## src/rtl/alu_pkg.sv

```systemverilog
// Shared types and constants for the pipelined ALU: op encoding, control
// states and the bit positions of the NZCV flag register.
package alu_pkg;

    typedef enum logic [2:0] {
        OP_ADD = 3'b000,
        OP_SUB = 3'b001,
        OP_AND = 3'b010,
        OP_OR  = 3'b011,
        OP_XOR = 3'b100,
        OP_SLT = 3'b101,
        OP_ADC = 3'b110,
        OP_MUL = 3'b111
    } alu_op_t;

    typedef enum logic {
        IDLE = 1'b0,
        MUL  = 1'b1
    } state_t;

    localparam int FLAG_N = 3;
    localparam int FLAG_Z = 2;
    localparam int FLAG_C = 1;
    localparam int FLAG_V = 0;

    function automatic logic [3:0] pack_flags(input logic n, input logic z,
                                              input logic c, input logic v);
        logic [3:0] f;
        f         = '0;
        f[FLAG_N] = n;
        f[FLAG_Z] = z;
        f[FLAG_C] = c;
        f[FLAG_V] = v;
        return f;
    endfunction

endpackage

```

## src/rtl/alu_mul_iter.sv

```systemverilog
// Iterative shift-add multiplier: one multiplier bit per cycle for WIDTH
// cycles, producing the low WIDTH bits of the unsigned product.
module alu_mul_iter #(
    parameter int WIDTH = 32
) (
    input  logic             clk,
    input  logic             reset,
    input  logic             start,
    input  logic [WIDTH-1:0] a,
    input  logic [WIDTH-1:0] b,
    output logic             busy,
    output logic             done,
    output logic [WIDTH-1:0] product
);

    localparam int CNT_W = $clog2(WIDTH) + 1;

    logic [WIDTH-1:0] mcand;
    logic [WIDTH-1:0] mplier;
    logic [WIDTH-1:0] acc;
    logic [WIDTH-1:0] acc_next;
    logic [CNT_W-1:0] cnt;

    // The final partial sum is exposed combinationally so the top level can
    // register it on the same edge as the last iteration.
    always_comb begin
        acc_next = acc + (mplier[0] ? mcand : '0);
        product  = acc_next;
        done     = busy && (cnt == '0);
    end

    always_ff @(posedge clk) begin
        if (reset) begin
            mcand  <= '0;
            mplier <= '0;
            acc    <= '0;
            cnt    <= '0;
            busy   <= 1'b0;
        end else if (start) begin
            mcand  <= a;
            mplier <= b;
            acc    <= '0;
            cnt    <= CNT_W'(WIDTH - 1);
            busy   <= 1'b1;
        end else if (busy) begin
            acc    <= acc_next;
            mcand  <= mcand << 1;
            mplier <= mplier >> 1;
            if (cnt == '0) begin
                busy <= 1'b0;
            end else begin
                cnt <= cnt - CNT_W'(1);
            end
        end
    end

endmodule

```

## src/rtl/alu_pipe_param.sv

```systemverilog
// Parametrised ALU with a registered valid/ready output stage, a persistent
// NZCV flag register and an iterative multiply path.
module alu_pipe_param
    import alu_pkg::*;
#(
    parameter int WIDTH = 32
) (
    input  logic             clk,
    input  logic             reset,
    input  logic             in_valid,
    output logic             in_ready,
    input  logic [WIDTH-1:0] a,
    input  logic [WIDTH-1:0] b,
    input  logic [2:0]       op,
    input  logic             set_flags,
    output logic             out_valid,
    input  logic             out_ready,
    output logic [WIDTH-1:0] result,
    output logic [3:0]       flags
);

    state_t           state;
    state_t           state_next;
    alu_op_t          op_sel;
    logic             accept;
    logic             mul_start;
    logic             mul_busy;
    logic             mul_done;
    logic [WIDTH-1:0] mul_product;
    logic             mul_set_flags;

    logic [WIDTH-1:0] add_b;
    logic             add_cin;
    logic [WIDTH:0]   add_sum;
    logic             add_ovf;
    logic             slt_lt;
    logic [WIDTH-1:0] alu_result;
    logic             alu_c;
    logic             alu_v;

    function automatic logic [3:0] make_flags(input logic [WIDTH-1:0] r,
                                              input logic c, input logic v);
        return pack_flags(r[WIDTH-1], r == '0, c, v);
    endfunction

    assign op_sel    = alu_op_t'(op);
    assign in_ready  = !reset && (state == IDLE) && !mul_busy && (!out_valid || out_ready);
    assign accept    = in_valid && in_ready;
    assign mul_start = accept && (op_sel == OP_MUL);

    alu_mul_iter #(
        .WIDTH(WIDTH)
    ) u_mul (
        .clk    (clk),
        .reset  (reset),
        .start  (mul_start),
        .a      (a),
        .b      (b),
        .busy   (mul_busy),
        .done   (mul_done),
        .product(mul_product)
    );

    always_ff @(posedge clk) begin
        if (reset) begin
            state <= IDLE;
        end else begin
            state <= state_next;
        end
    end

    always_comb begin
        state_next = state;
        unique case (state)
            IDLE: if (mul_start) state_next = MUL;
            MUL:  if (mul_done)  state_next = IDLE;
            default: state_next = IDLE;
        endcase
    end

    // ADD, SUB and ADC share one adder; ADC takes its carry-in from the flag
    // register as it stands in the accepting cycle.
    always_comb begin
        add_b   = (op_sel == OP_SUB) ? ~b : b;
        add_cin = 1'b0;
        if (op_sel == OP_SUB) begin
            add_cin = 1'b1;
        end else if (op_sel == OP_ADC) begin
            add_cin = flags[FLAG_C];
        end
        add_sum = {1'b0, a} + {1'b0, add_b} + {{WIDTH{1'b0}}, add_cin};
        add_ovf = (a[WIDTH-1] == add_b[WIDTH-1]) && (add_sum[WIDTH-1] != a[WIDTH-1]);
        slt_lt  = $signed({a[WIDTH-1], a}) < $signed({b[WIDTH-1], b});
    end

    always_comb begin
        alu_result = '0;
        alu_c      = 1'b0;
        alu_v      = 1'b0;
        unique case (op_sel)
            OP_ADD, OP_SUB, OP_ADC: begin
                alu_result = add_sum[WIDTH-1:0];
                alu_c      = add_sum[WIDTH];
                alu_v      = add_ovf;
            end
            OP_AND: alu_result = a & b;
            OP_OR:  alu_result = a | b;
            OP_XOR: alu_result = a ^ b;
            OP_SLT: alu_result = {{(WIDTH-1){1'b0}}, slt_lt};
            OP_MUL: alu_result = '0;
            default: alu_result = '0;
        endcase
    end

    // Output register: a finishing multiply wins, then a single-cycle accept,
    // otherwise the consumer may drain the held result.
    always_ff @(posedge clk) begin
        if (reset) begin
            out_valid     <= 1'b0;
            result        <= '0;
            flags         <= 4'b0000;
            mul_set_flags <= 1'b0;
        end else begin
            if (mul_start) begin
                mul_set_flags <= set_flags;
            end
            if ((state == MUL) && mul_done) begin
                result    <= mul_product;
                out_valid <= 1'b1;
                if (mul_set_flags) begin
                    flags <= make_flags(mul_product, 1'b0, 1'b0);
                end
            end else if (accept && (op_sel != OP_MUL)) begin
                result    <= alu_result;
                out_valid <= 1'b1;
                if (set_flags) begin
                    flags <= make_flags(alu_result, alu_c, alu_v);
                end
            end else if (out_ready) begin
                out_valid <= 1'b0;
            end
        end
    end

endmodule

```

## config.mk

```make
export PLATFORM = sky130hd
export DESIGN_NAME = alu_pipe_param
export DESIGN_NICKNAME = d
export VERILOG_FILES = /design/src/rtl/alu_pkg.sv /design/src/rtl/alu_mul_iter.sv /design/src/rtl/alu_pipe_param.sv
export SDC_FILE = /design/constraint.sdc
export NUM_CORES = 1
export LEC_CHECK = 0
export CAP_MARGIN = 20
export CORE_MARGIN = 2
export CORE_UTILIZATION = 41
export DETAILED_ROUTE_END_ITERATION = 12
export HOLD_SLACK_MARGIN = 0.06
export PLACE_DENSITY = 0.67
export SLEW_MARGIN = 25
export SYNTH_ARGS = -nofsm -noshare
export SYNTH_HDL_FRONTEND = slang
export SYNTH_SLANG_ARGS = --single-unit
```

## constraint.sdc

```tcl
create_clock -name clk -period 18.65 [get_ports clk]
set_input_delay 3.73 -clock clk [delete_from_list [all_inputs] [get_ports clk]]
set_output_delay 3.73 -clock clk [all_outputs]
set_load 0.05 [all_outputs]
```

==> flow_summary.json <==
{
  "status": "completed",
  "hold_path_end": "u_mul.mplier[14]",
  "tritoncts": "built",
  "die_h_microns": 178,
  "synth_warnings": 0,
  "design.die.area_sq_um": 31900,
  "drc": 0,
  "final-setup-viol-count": 0,
  "ir_drop_mv": 0.0567,
  "syn-cell-area_sq_um": 12500,
  "hpwl_microns": 30700,
  "worst-setup-path-type": "primary input to flop",
  "max_freq_ghz": 0.101,
  "postRouteAntennaNets": 0,
  "grt_overflow": 0,
  "grt_usage_pct": 25.6,
  "reg2reg_slack_ps": 13450,
  "pwr-share-seq_pct": 35.6,
  "drt_pass1_iterations": 8,
  "core-area_sq_um": 29800,
  "gp_congestion": 0.920,
  "startpoint_type": "primary input",
  "cts_num_sinks": 142,
  "grt_max_degree": 65,
  "power_frac_comb_pct": 27.2,
  "internal_power_w": 0.000585,
  "p_clk_share_pct": 37.2,
  "postCtsSetupBuffers": 0,
  "p_leak_nw": 5.84,
  "hold_viol": 0,
  "r2r_start": "u_mul.mplier[0]",
  "wirelength_microns": 40500,
  "syn-num-nets": 1852,
  "ctsRootBufferMaster": "clkbuf_16",
  "clock_latency_ps": 440,
  "switching_share_pct": 34.4,
  "cp_cell_sequence": "clkdlybuf4s50_1, buf_4, inv_2, nor3_2, buf_4, xnor2_1, fa_1, fa_1, nor2b_1, o41ai_1, o41ai_1, o211ai_1, nor4_1, or4b_1, or4_1, or4_1, or4_1, o31ai_1",
  "hold_path.class": "flop to flop",
  "yosys-top-cells-area": "dfxtp_1 (23%), ha_1 (16%), nor2_1 (6.6%)",
  "synthFlopType": "dfxtp_1",
  "start_util_pct": 41.9,
  "synth_top_area_share_pct": 22.8,
  "worstSetupEndpointType": "flop",
  "path_delay_family": "simple AND/OR/NAND/NOR gates",
  "drt_iter0_markers": 1001,
  "grt_pass1_wl_microns": 63500,
  "synthDistinctLibCells": 69,
  "max_slew.worst_pin.slew_ps": 1030,
  "fin_crit_ps": 9950,
  "io-pin-count": 110,
  "vias_per_cell": 5.83,
  "numCtsBuffers": 17,
  "cpMostUsedCell": "or4_1",
  "dpl_worst_slack_ps": 8330,
  "slew_headroom_pct": 31.0,
  "max_stage_delay_ps": 790,
  "final_layout_size_suffix_gt1_share_pct": 4.44,
  "min_path_cells": 2,
  "syn-instance-count": 1618,
  "diodes": 0,
  "holdCritStartpoint": "u_mul.mplier[14]",
  "synth-edff-count": 0,
  "die_w_microns": 178,
  "fin_nets": 1910,
  "net-switching-power_w": 0.000306,
  "row_count": 63,
  "min_period_over_period_pct": 53.3,
  "power_density_nw_per_um2": 61.7,
  "htree_num_levels": 4,
  "cap_violations": 0,
  "dr_total_vias": 12100,
  "cp_max_fo": 38,
  "synth_largest_area_cell": "dfxtp_1",
  "crit_buf_inv": 4,
  "fin_skew_ps": 10.9,
  "async_reset_ff_share_pct": 0,
  "rsz0062_at_grt": "no",
  "fin_ws_ps": 8700,
  "ys_seq_area_share_pct": 22.8,
  "portBuffers": 109,
  "area_growth_pct": 15.8,
  "antenna_found_initial": 0,
  "slew_violations": 0,
  "grt_pass1_vias": 11500,
  "routedWlPerCell_microns": 19.5,
  "worstPathArrival_ps": 10300,
  "cp_slowest_cell": "nor3_2",
  "cts_hold_buf": 0,
  "cts_max_path_buffers": 2,
  "clk_pin_slew_worst_paths_ps": 60,
  "postCtsResizedCells": 0,
  "synth.avg_cell_area_sq_um": 7.71,
  "worstReg2RegEnd": "flags[2]",
  "required_ps": 19000,
  "setup_tns_ps": 0,
  "rr_worst_depth": 15,
  "synth-seq-cells": 142
}
-- per-stage QoR --
| stage | utilization (%) | instances | power [W] | area [sq um] | hold slack, ps |
|---|---|---|---|---|---|
| detailed placement | 46.6 | 2047 | 0.000562 | 13900 | 461 |
| CTS | 48.5 | 2079 | 0.000894 | 14500 | 470 |
| finish | 48.5 | 2079 | 0.000891 | 14500 | 469 |
| floorplan | - | 1618 | 0.000480 | 12500 | 436 |
| global placement | 46.6 | 2047 | 0.000560 | 13900 | 448 |
| global route | 48.5 | 2079 | 0.000931 | 14500 | 489 |
-- worst min-delay path, cell delays in order (launching register included) --
cell	delay [ps]
dfxtp_1	310
nand2_1	50
a21oi_1	60
-- cells in the final DEF (no fill, tap or decap), types with 12 or more instances in the layout --
cell type	instances
nor2_1	217
nand3_1	23
a21o_1	19
nand2_1	123
mux2i_1	67
xor2_1	21
and2_1	37
nor4_1	12
nor3_1	15
nor2b_1	16
clkdlybuf4s50_1	108
a21oi_1	121
clkbuf_16	17
a211oi_1	54
or4_1	12
dfxtp_1	141
xnor2_1	62
o21ai_0	76
a22oi_1	36
ha_1	159
buf_4	21
inv_1	95
a221oi_1	33
-- worst max-delay path by stage --
stage,start,to,slack [ps],depth (start not counted)
2_1_floorplan,op[0],flags[2],9280,20
3_3_place_gp,op[0],flags[2],8490,18
3_5_place_dp,op[0],flags[2],8330,18
4_1_cts,op[0],flags[2],8770,18
5_1_grt,op[0],flags[2],8340,18
6_report,op[0],flags[2],8700,18
-- area by class of cell --
cell class / count / area, sq um
Tap cell: 390 / 488
Inverter: 96 / 360
Sequential cell: 142 / 2850
Multi-Input combinational cell: 1290 / 8960
Clock inverter: 12 / 101
Clock buffer: 20 / 457
Fill cell: 2966 / 15300
Timing Repair Buffer: 129 / 1240
-- cells in the mapped netlist, types with 4 or more instances --
library cell / instances
nor2_1: 218
ha_1: 159
dfxtp_1: 142
nand2_1: 123
a21oi_1: 121
inv_1: 95
clkbuf_1: 80
o21ai_0: 76
mux2i_1: 67
xnor2_1: 62
a211oi_1: 54
and2_1: 37
a22oi_1: 36
a221oi_1: 33
nand3_1: 23
xor2_1: 21
a21o_1: 19
nor3_1: 17
nor2b_1: 16
nor4_1: 12
or4_1: 12
nand2b_1: 11
nand4_1: 11
o31ai_1: 11
buf_1: 10
o21a_1: 10
or3_1: 10
a222oi_1: 9
a31oi_1: 9
o21bai_1: 9
or2_2: 8
o211ai_1: 7
o221ai_1: 7
a221o_1: 6
and3_1: 6
o21ai_1: 6
o31a_1: 6
a22o_1: 4
nor3b_1: 4
-- power by group through the flow --
| stage | sequential, W | combinational, W | clock, W |
|---|---|---|---|
| after floorplan | 0.000337 | 0.000143 | 0 |
| after global placement | 0.000324 | 0.000236 | 0 |
| after detailed placement | 0.000324 | 0.000238 | 0 |
| after CTS | 0.000318 | 0.000239 | 0.000337 |
| after global routing | 0.000318 | 0.000265 | 0.000348 |
| final | 0.000318 | 0.000243 | 0.000331 |
-- sequential cells by signal, summed over array words and instances (netlist names) --
signal,flops
u_mul.cnt,6
u_mul.mcand,32
flags,4
u_mul.acc,32
state,1
u_mul.mplier,32
out_valid,1
u_mul.busy,1
mul_set_flags,1
result,32
-- layer usage --
layer  part of all wire, %  wire length [microns]  vias to the layer above  GRT usage [%]
li1                      -                      -                     5948              -
met1                    47                  19000                     5728           36.5
met2                    44                  17700                      380           39.1
met3                   6.5                   2630                       63           3.71
met4                   2.9                   1180                        0           9.28
met5                     0                      0                        -              0
-- cells by family after synthesis --
family	share of synthesized area, %
and+or+nand+nor	19.5
AOI/OAI and AO/OA	24.4
buffers and inverters	5.59
adders and majority gates	16.4
DFF	22.8
xor gates and xnor gates	5.82
muxes	5.55
(Power assumes the default switching activity.)
